$ cat src/rtl/foo_pkg.sv
// Shared types for the two-lane foo result path: the captured pair and the lane selector.
package foo_pkg;

    localparam int unsigned FOO_WIDTH = 64;

    typedef struct packed {
        logic [FOO_WIDTH-1:0] x0;
        logic [FOO_WIDTH-1:0] x1;
    } foo_pair_t;

    typedef enum logic {
        LANE0 = 1'b0,
        LANE1 = 1'b1
    } foo_lane_e;

endpackage

$ cat src/rtl/foo_pair_fifo.sv
// Synchronous FIFO of x0/x1 result pairs with head-of-queue read.
module foo_pair_fifo
    import foo_pkg::*;
#(
    parameter int unsigned DEPTH = 4
) (
    input  logic      clk_i,
    input  logic      rst_ni,
    input  logic      push_i,
    input  foo_pair_t push_data_i,
    input  logic      pop_i,
    output foo_pair_t head_o,
    output logic      full_o,
    output logic      empty_o
);

    localparam int unsigned PtrW = $clog2(DEPTH);
    localparam int unsigned CntW = PtrW + 1;
    localparam logic [CntW-1:0] DepthCnt = CntW'(DEPTH);

    foo_pair_t       mem_q [DEPTH];
    logic [PtrW-1:0] wr_ptr_q, wr_ptr_d;
    logic [PtrW-1:0] rd_ptr_q, rd_ptr_d;
    logic [CntW-1:0] count_q, count_d;
    logic            push;
    logic            pop;

    assign full_o  = (count_q == DepthCnt);
    assign empty_o = (count_q == '0);
    assign push    = push_i && !full_o;
    assign pop     = pop_i && !empty_o;
    assign head_o  = mem_q[rd_ptr_q];

    always_comb begin
        wr_ptr_d = wr_ptr_q;
        rd_ptr_d = rd_ptr_q;
        count_d  = count_q;
        if (push) begin
            wr_ptr_d = wr_ptr_q + PtrW'(1);
        end
        if (pop) begin
            rd_ptr_d = rd_ptr_q + PtrW'(1);
        end
        case ({push, pop})
            2'b10:   count_d = count_q + CntW'(1);
            2'b01:   count_d = count_q - CntW'(1);
            default: count_d = count_q;
        endcase
    end

    always_ff @(posedge clk_i) begin
        if (!rst_ni) begin
            wr_ptr_q <= '0;
            rd_ptr_q <= '0;
            count_q  <= '0;
        end else begin
            wr_ptr_q <= wr_ptr_d;
            rd_ptr_q <= rd_ptr_d;
            count_q  <= count_d;
        end
    end

    // Storage is written only on a real push, so undriven inputs never land in it.
    always_ff @(posedge clk_i) begin
        if (push) begin
            mem_q[wr_ptr_q] <= push_data_i;
        end
    end

endmodule

$ cat src/rtl/foo_lane_merge.sv
// Serialises buffered x0/x1 pairs onto one beat stream (lane 0 then lane 1) and keeps
// a running XOR fold and beat count of every accepted beat.
module foo_lane_merge
    import foo_pkg::*;
#(
    parameter int unsigned WIDTH = FOO_WIDTH,
    parameter int unsigned DEPTH = 4
) (
    input  logic             clk_i,
    input  logic             rst_ni,
    input  logic             in_valid_i,
    output logic             in_ready_o,
    input  logic [WIDTH-1:0] in_x0_i,
    input  logic [WIDTH-1:0] in_x1_i,
    output logic             out_valid_o,
    input  logic             out_ready_i,
    output logic [WIDTH-1:0] out_data_o,
    output logic             out_lane_o,
    output logic [WIDTH-1:0] fold_o,
    output logic [31:0]      beat_cnt_o
);

    foo_lane_e        lane_q, lane_d;
    logic [WIDTH-1:0] fold_q, fold_d;
    logic [31:0]      beat_cnt_q, beat_cnt_d;
    foo_pair_t        push_pair;
    foo_pair_t        head;
    logic             full;
    logic             empty;
    logic             accept;
    logic             pop;

    assign push_pair = '{x0: in_x0_i, x1: in_x1_i};

    foo_pair_fifo #(
        .DEPTH (DEPTH)
    ) u_fifo (
        .clk_i       (clk_i),
        .rst_ni      (rst_ni),
        .push_i      (in_valid_i),
        .push_data_i (push_pair),
        .pop_i       (pop),
        .head_o      (head),
        .full_o      (full),
        .empty_o     (empty)
    );

    always_comb begin
        in_ready_o  = !full;
        out_valid_o = !empty;
        out_lane_o  = lane_q;
        out_data_o  = '0;
        if (!empty) begin
            out_data_o = (lane_q == LANE1) ? head.x1 : head.x0;
        end
        accept     = out_valid_o && out_ready_i;
        pop        = accept && (lane_q == LANE1);
        lane_d     = lane_q;
        fold_d     = fold_q;
        beat_cnt_d = beat_cnt_q;
        if (accept) begin
            lane_d     = (lane_q == LANE0) ? LANE1 : LANE0;
            fold_d     = fold_q ^ out_data_o;
            beat_cnt_d = beat_cnt_q + 32'd1;
        end
    end

    always_ff @(posedge clk_i) begin
        if (!rst_ni) begin
            lane_q     <= LANE0;
            fold_q     <= '0;
            beat_cnt_q <= '0;
        end else begin
            lane_q     <= lane_d;
            fold_q     <= fold_d;
            beat_cnt_q <= beat_cnt_d;
        end
    end

    assign fold_o     = fold_q;
    assign beat_cnt_o = beat_cnt_q;

endmodule

$ cat config.mk
export PLATFORM = sky130hd
export DESIGN_NAME = foo_lane_merge
export DESIGN_NICKNAME = d
export VERILOG_FILES = /design/src/rtl/foo_pkg.sv /design/src/rtl/foo_pair_fifo.sv /design/src/rtl/foo_lane_merge.sv
export SDC_FILE = /design/constraint.sdc
export NUM_CORES = 1
export LEC_CHECK = 0
export CAP_MARGIN = 20
export CORE_UTILIZATION = 56
export DETAILED_ROUTE_END_ITERATION = 16
export HOLD_SLACK_MARGIN = 0.12
export PLACE_DENSITY = 0.8
export SYNTH_ARGS = -nofsm -noshare
export SYNTH_HDL_FRONTEND = slang
export SYNTH_HIERARCHICAL = 1
export SYNTH_SLANG_ARGS = --single-unit
export TNS_END_PERCENT = 5
$ cat constraint.sdc
create_clock -name clk_i -period 8.25 [get_ports clk_i]
set_input_delay 0.825 -clock clk_i [delete_from_list [all_inputs] [get_ports clk_i]]
set_output_delay 0.825 -clock clk_i [all_outputs]
set_load 0.005 [all_outputs]
==> impl_metrics.py, run 1 <==
metrics = {
    "power_and_ir_drop": {
        "leakage_nw": 9.188,
        "ir_drop_mv": 0.1846,
        "power_density_nw_per_um2": 238.9,
    },
    "critical_path": {
        "r2r-start": "u_fifo/count_q[0]$_SDFFE_PN0P_",
        "crit_arrival_ns": 3.69,
        "critical_path_required_ns": 7.42,
        "critPathMaxFanout": 95,
        "cp-end-kind": "primary output",
        "crit_type": "reg -> out",
        "r2r-end": "beat_cnt_o[28]$_SDFFE_PN0N_",
        "r2r_cells": 7,
        "r2r_slack_ns": 4.81,
        "start_kind": "register",
    },
    "logic_synthesis": {
        "synth_compound_area_share_pct": 1.159,
        "synthFlopType": "edfxtp_1",
        "synth_edf_count": 512,
        "synth.avg_cell_area_um2": 18.29,
        "yosys-top-cells-area": "edfxtp_1, mux4_2, dfxtp_1",
        "ys_ff_latch": 618,
        "synth_simple_gate_area_share_pct": 6.348,
        "yosys.area_share.adder_pct": 0.3932,
        "synth_top_family_by_area": "multiplexers",
        "synth_top_area_cell": "edfxtp_1",
        "synth_cells": 1322,
        "synth_nets": 1461,
        "ys_seq_area_share_pct": 72.35,
        "synth-async-reset-ratio_pct": 0,
        "muxShareOfSynthArea_pct": 14.65,
        "yosysUniqueCellTypes": 41,
        "netlist.area_leader.share_pct": 63.57,
        "syn_area_um2": 24180,
        "synthXorXnorAreaFrac_pct": 2.825,
        "yosysWarningCount": 6,
    },
    "drt": {
        "initialDrtViolationCount": 1234,
        "wl_per_cell_um": 22.98,
        "antenna_left": 0,
        "vias": 12820,
        "dr.pass1.iters": 7,
        "wirelength_um": 50920,
        "viasPerCell": 5.785,
        "drc": 0,
    },
    "global_routing": {
        "grt_max_degree": 96,
        "grt_antenna_before_repair": 13,
        "track_usage_pct": 23.59,
        "grt_pass1_vias": 13200,
        "grt-ovfl-total": 0,
        "grt_pass1_wl_um": 77190,
    },
    "sta": {
        "worst_pin_slew_ns": 1.083,
        "setup-violations-final": 0,
        "finalCritPeriodShare_pct": 54.68,
        "fin_setup_tns_ns": 0,
        "grt_setup_unrepaired": "false",
        "skew_ns": 0.01713,
        "clock.fmax_mhz": 221.7,
        "hold_violations": 0,
        "relSlewSlack_pct": 27.81,
        "slew_violations": 0,
        "period_needed_ns": 4.511,
    },
    "floorplan": {
        "die_y_um": 209.8,
        "rows": 75,
        "die_area_um2": 44020,
        "design.core.area_um2": 42230,
        "io_pins": 295,
        "start_util_pct": 57.27,
        "die_w_um": 209.8,
    },
    "run": {
        "cap_violations": 0,
    },
    "hold_path": {
        "hold_depth": 2,
        "hold_end": "beat_cnt_o[31]$_SDFFE_PN0N_",
        "min_from": "beat_cnt_o[31]$_SDFFE_PN0N_",
        "hold_class": "reg -> reg",
    },
    "cells_and_area": {
        "area_delta_synth_final_pct": 21.86,
        "final-seq-area_um2": 17510,
        "multi_input_area_um2": 6153,
        "fillers": 2678,
        "drive_above_1_share_pct": 14.38,
        "instances_no_fill": 2216,
        "final_nets": 1757,
    },
    "placed_design": {
        "port_buffers": 294,
        "dpl.cell_count": 2094,
        "place_hpwl_um": 30420,
        "gp_congestion": 0.7685,
    },
    "clock_network": {
        "post-cts-setup-buffers": 0,
        "hold_buffers": 0,
        "cts_buffers": 60,
        "cts-root-buf": "clkbuf_16",
        "cts_tree": "done",
        "cts_resized": 0,
        "clock-sinks": 618,
        "clk_pin_slew_ns": 0.06,
        "clock_path_buffers": 3,
        "clkLatencyLatePin_ns": 0.61,
        "h-tree-depth": 2,
    },
    "run_status": {
        "status": "completed",
    },
}
synth_stat cells (all sizes together) (3+ instances only):
library cell  instances
edfxtp              512
nor2                140
mux4                128
dfxtp               106
xnor2                72
mux2i                66
nor3b                65
buf                  38
clkbuf               37
a21oi                21
nand2                19
or4                  15
o31ai                14
inv                  13
o21ai                11
and2                  9
nand4                 8
or3                   8
nand3                 7
ha                    6
xor2                  6
and4                  3
nor2b                 3
nor3                  3
sequential cells by signal, indices dropped and copies added, names as in the netlist, named ones only:
signal           flops
u_fifo/rd_ptr_q      2
u_fifo/wr_ptr_q      2
fold_o              64
out_lane_o           1
beat_cnt_o          32
u_fifo/count_q       3
u_fifo/mem_q       512
critical path, stage by stage (launching register included):
cell and delay (ns):
dfxtp_4 0.81, buf_12 0.65, mux4_2 0.58, mux2i_1 0.40, nor2_1 0.08, clkdlybuf4s50_1 0.48
worst max-delay path by stage:
stage	from	end	slack, ns	cells after the start
floorplan	in_valid_i	u_fifo/mem_q[0][0]$_DFFE_PP_	3.60	3
detailed placement	in_valid_i	u_fifo/mem_q[1][77]$_DFFE_PP_	4.15	4
global route	register	out_data_o[54]	3.43	5
global placement	register	out_data_o[18]	4.14	5
finish	register	out_data_o[53]	3.74	5
CTS	register	out_data_o[54]	3.56	5
metrics by stage:
step / worst slack (ns) / hold slack (ns) / util (%) / instance area [µm²] / power, W
final: 3.739 / 0.4850 / 69.79 / 29470 / 0.007040
after CTS: 3.565 / 0.4840 / 69.68 / 29420 / 0.007096
after global routing: 3.432 / 0.5046 / 69.77 / 29460 / 0.007269
after floorplan: 3.603 / 0.4609 / - / 24180 / 0.004030
after global placement: 4.139 / 0.4614 / 64.97 / 27430 / 0.004367
after detailed placement: 4.152 / 0.4757 / 65.03 / 27460 / 0.004390
per-layer routing:
layer | share of wire (%) | vias to the layer above | GRT usage (%)
met5 | 0.11 | - | 0
met4 | 3.1 | 8 | 9.288
met3 | 6.8 | 98 | 4.669
met2 | 50 | 452 | 38.48
met1 | 40 | 6507 | 31.59
li1 | - | 5755 | -
cell families (layout without fill, tap and decap cells):
family / after synthesis / in the layout
fa+ha+maj: 7 / 7
mux: 194 / 194
xor+xnor: 78 / 78
simple gates: 289 / 289
other cells: 0 / 8
buf+inv: 88 / 435
compound gates: 48 / 48
flops: 618 / 618
power by group:
part / total (W) / leakage, nW / internal (W) / switching [W]
clock: 0.00271 / 0.963 / 0.00160 / 0.00112
sequential: 0.00362 / 5.56 / 0.00355 / 0.0000731
combinational: 0.000706 / 2.66 / 0.000364 / 0.000343
total: 0.00704 / 9.19 / 0.00551 / 0.00153
area by class of cell:
cell class / instances / area share, %
multi-input combinational: 616 / 20.88
clock inverter: 34 / 1.150
inverter: 13 / 0.1698
sequential: 618 / 59.41
timing repair buffer: 309 / 10.53
clock buffer: 79 / 5.511
antenna: 8 / 0.06793
tap: 539 / 2.288
cells in the final DEF, fill, tap and decap left out, types with 3 or more instances in the layout:
master and n:
clkbuf_16 61, inv_1 12, clkbuf_8 3, or4_1 15, clkdlybuf4s50_1 293, nor2b_1 3
nor2_1 140, buf_4 12, nand2_1 19, ha_1 6, nand3_1 6, xnor2_1 72
and2_1 5, nor3b_1 65, o21ai_0 11, clkinv_1 13, bufinv_16 7, dfxtp_1 103
or3_1 8, dfxtp_4 3, and4_1 3, and2_4 4, o31ai_1 14, mux4_2 128
edfxtp_1 512, clkbuf_1 15, diode_2 8, mux2i_1 66, a21oi_1 21, xor2_1 6
nand4_1 7, clkinv_2 12
(Power assumes the default switching activity.)
==> inputs of run 2 (changes only) <==
Settings changed: CORE_UTILIZATION 56 to 50, PLACE_DENSITY 0.8 to 0.76.
Clock period 8.25 ns to 3.95 ns, I/O delays scaled along.
==> run 2 against run 1 <==
Wire length down 0.96%. Combinational power up 120%. Worst setup slack worse by 3.3 ns. Sequential share of layout area down 0.89 points. Cell area up 1.5%. Via count down 0.87%. Clock-buffer cell count up 7. Total power up 120%. Cell count up 3.7%. First-iteration DRC count down 35%. Sequential power up 110%. Critical path type unchanged.
==> impl_metrics.py, run 2 (same netlist as run 1, synthesis figures left out) <==
metrics = {
    "floorplan": {
        "rows": 80,
        "die_w_um": 221.9,
        "io_pins": 295,
        "design.core.area_um2": 47750,
        "start_util_pct": 50.65,
        "die_area_um2": 49250,
        "die_y_um": 221.9,
    },
    "global_routing": {
        "grt-ovfl-total": 0,
        "grt_pass1_wl_um": 77200,
        "grt_antenna_before_repair": 12,
        "grt_max_degree": 74,
        "track_usage_pct": 20.61,
        "grt_pass1_vias": 13340,
    },
    "drt": {
        "antenna_left": 0,
        "drc": 0,
        "initialDrtViolationCount": 807,
        "wirelength_um": 50430,
        "dr.pass1.iters": 4,
        "vias": 12710,
        "viasPerCell": 5.528,
        "wl_per_cell_um": 21.93,
    },
    "power_and_ir_drop": {
        "internal_power_w": 0.01190,
        "seqPwrFrac_pct": 49.6,
        "power_frac_clock_pct": 40.4,
        "power_density_nw_per_um2": 506.9,
        "p_switching_w": 0.003269,
        "combinationalPowerShare_pct": 10.0,
        "ir_drop_mv": 0.3563,
        "switching_share_pct": 21.55,
        "leakage_nw": 9.355,
    },
    "critical_path": {
        "critPathBufInv": 3,
        "cp_top_family": "buffers and inverters",
        "max_stage_delay_ns": 0.57,
        "cpMostUsedCell": "buf_4",
        "r2r-start": "u_fifo/count_q[0]$_SDFFE_PN0P_",
        "crit_path_top_delay_cell": "dfxtp_4",
        "worstPathCellList": "buf_4 -> buf_4 -> mux4_2 -> mux2i_1 -> nor2_1 -> clkdlybuf4s50_1",
        "critPathMaxFanout": 15,
        "cp-end-kind": "primary output",
        "crit_type": "reg -> out",
        "crit_arrival_ns": 3.07,
        "start_kind": "register",
        "critical_path_required_ns": 3.56,
    },
    "sta": {
        "relSlewSlack_pct": 39.69,
        "worst_pin_slew_ns": 0.9047,
        "slew_violations": 0,
        "skew_ns": 0.01766,
        "period_needed_ns": 3.468,
        "setup-violations-final": 0,
        "clock.fmax_mhz": 288.4,
        "grt_setup_unrepaired": "false",
        "finalCritPeriodShare_pct": 87.79,
        "hold_violations": 0,
        "layout_setup_ws_ns": 0.4823,
    },
    "hold_path": {
        "min_from": "in_x1_i[56]",
        "hold_class": "in -> reg",
    },
    "cells_and_area": {
        "final_area_um2": 29920,
        "final_nets": 1765,
        "final_core_util_pct": 62.67,
        "layout_commonest_cell": "edfxtp_1",
        "largest_reg_flops": 512,
        "drive_above_1_share_pct": 15.60,
        "final_cell_mix": "edfxtp_1, clkdlybuf4s50_1, nor2_1",
        "fillers": 3330,
        "area_delta_synth_final_pct": 23.73,
        "regMostFlops": "u_fifo/mem_q",
    },
    "clock_network": {
        "clkLatencyLatePin_ns": 0.62,
        "cts_buffers": 61,
        "clock_path_buffers": 3,
        "post-cts-setup-buffers": 0,
        "clock-sinks": 618,
        "h-tree-depth": 2,
        "clk_pin_slew_ns": 0.07,
        "cts_resized": 0,
        "cts_tree": "done",
        "hold_buffers": 0,
        "cts-root-buf": "clkbuf_16",
    },
    "placed_design": {
        "placedInstanceArea_um2": 27750,
        "place_hpwl_um": 30390,
        "port_buffers": 294,
        "place_ws_ns": 1.035,
        "gp_congestion": 0.7720,
    },
    "run": {
        "cap_violations": 0,
    },
    "run_status": {
        "status": "completed",
    },
}
[run 2: path summary, 6_finish.rpt]
check	to	slack [ns]	depth (start not counted)
max	out_data_o[40]	0.48	6
min	u_fifo/mem_q[0][56]$_DFFE_PP_	0.41	1
max reg2reg	u_fifo/count_q[2]$_SDFFE_PN0P_	1.25	10
min reg2reg	beat_cnt_o[31]$_SDFFE_PN0N_	0.49	2
[run 2: power groups by stage]
stage	Combinational [W]	Clock, W	Sequential [W]
finish	0.00152	0.00613	0.00752
CTS	0.00154	0.00624	0.00752
detailed placement	0.00153	0	0.00765
floorplan	0.000755	0	0.00766
global route	0.00163	0.00645	0.00754
global placement	0.00151	0	0.00763
[run 2: metal layers]
| metal | up-vias | global-route usage, % | share of wire [%] |
|---|---|---|---|
| li1 | 5763 | - | - |
| met1 | 6504 | 26.80 | 42 |
| met2 | 346 | 34.50 | 50 |
| met3 | 83 | 4.678 | 6.0 |
| met4 | 12 | 6.698 | 2.0 |
| met5 | - | 0 | 0.16 |
[run 2: layout make-up]
| class | count | area [µm²] | share of cell area, % |
|---|---|---|---|
| inverter | 13 | 50.05 | 0.1673 |
| multi-input combinational | 616 | 6153 | 20.56 |
| tap | 615 | 769.5 | 2.572 |
| sequential | 618 | 17510 | 58.51 |
| clock buffer | 86 | 1775 | 5.934 |
| clock inverter | 30 | 387.9 | 1.296 |
| antenna | 5 | 12.51 | 0.04181 |
| timing repair buffer | 316 | 3266 | 10.91 |
[run 2: metrics by stage]
stage | std cells | total power (W) | hold WS, ns | TNS (ns)
4_1_cts | 2294 | 0.01529 | 0.3651 | 0
6_report | 2299 | 0.01517 | 0.4099 | 0
3_3_place_gp | 2178 | 0.009138 | 0.4626 | 0
2_1_floorplan | 1322 | 0.008413 | 0.4609 | -122.20
5_1_grt | 2299 | 0.01562 | 0.3790 | 0
3_5_place_dp | 2178 | 0.009179 | 0.4751 | 0
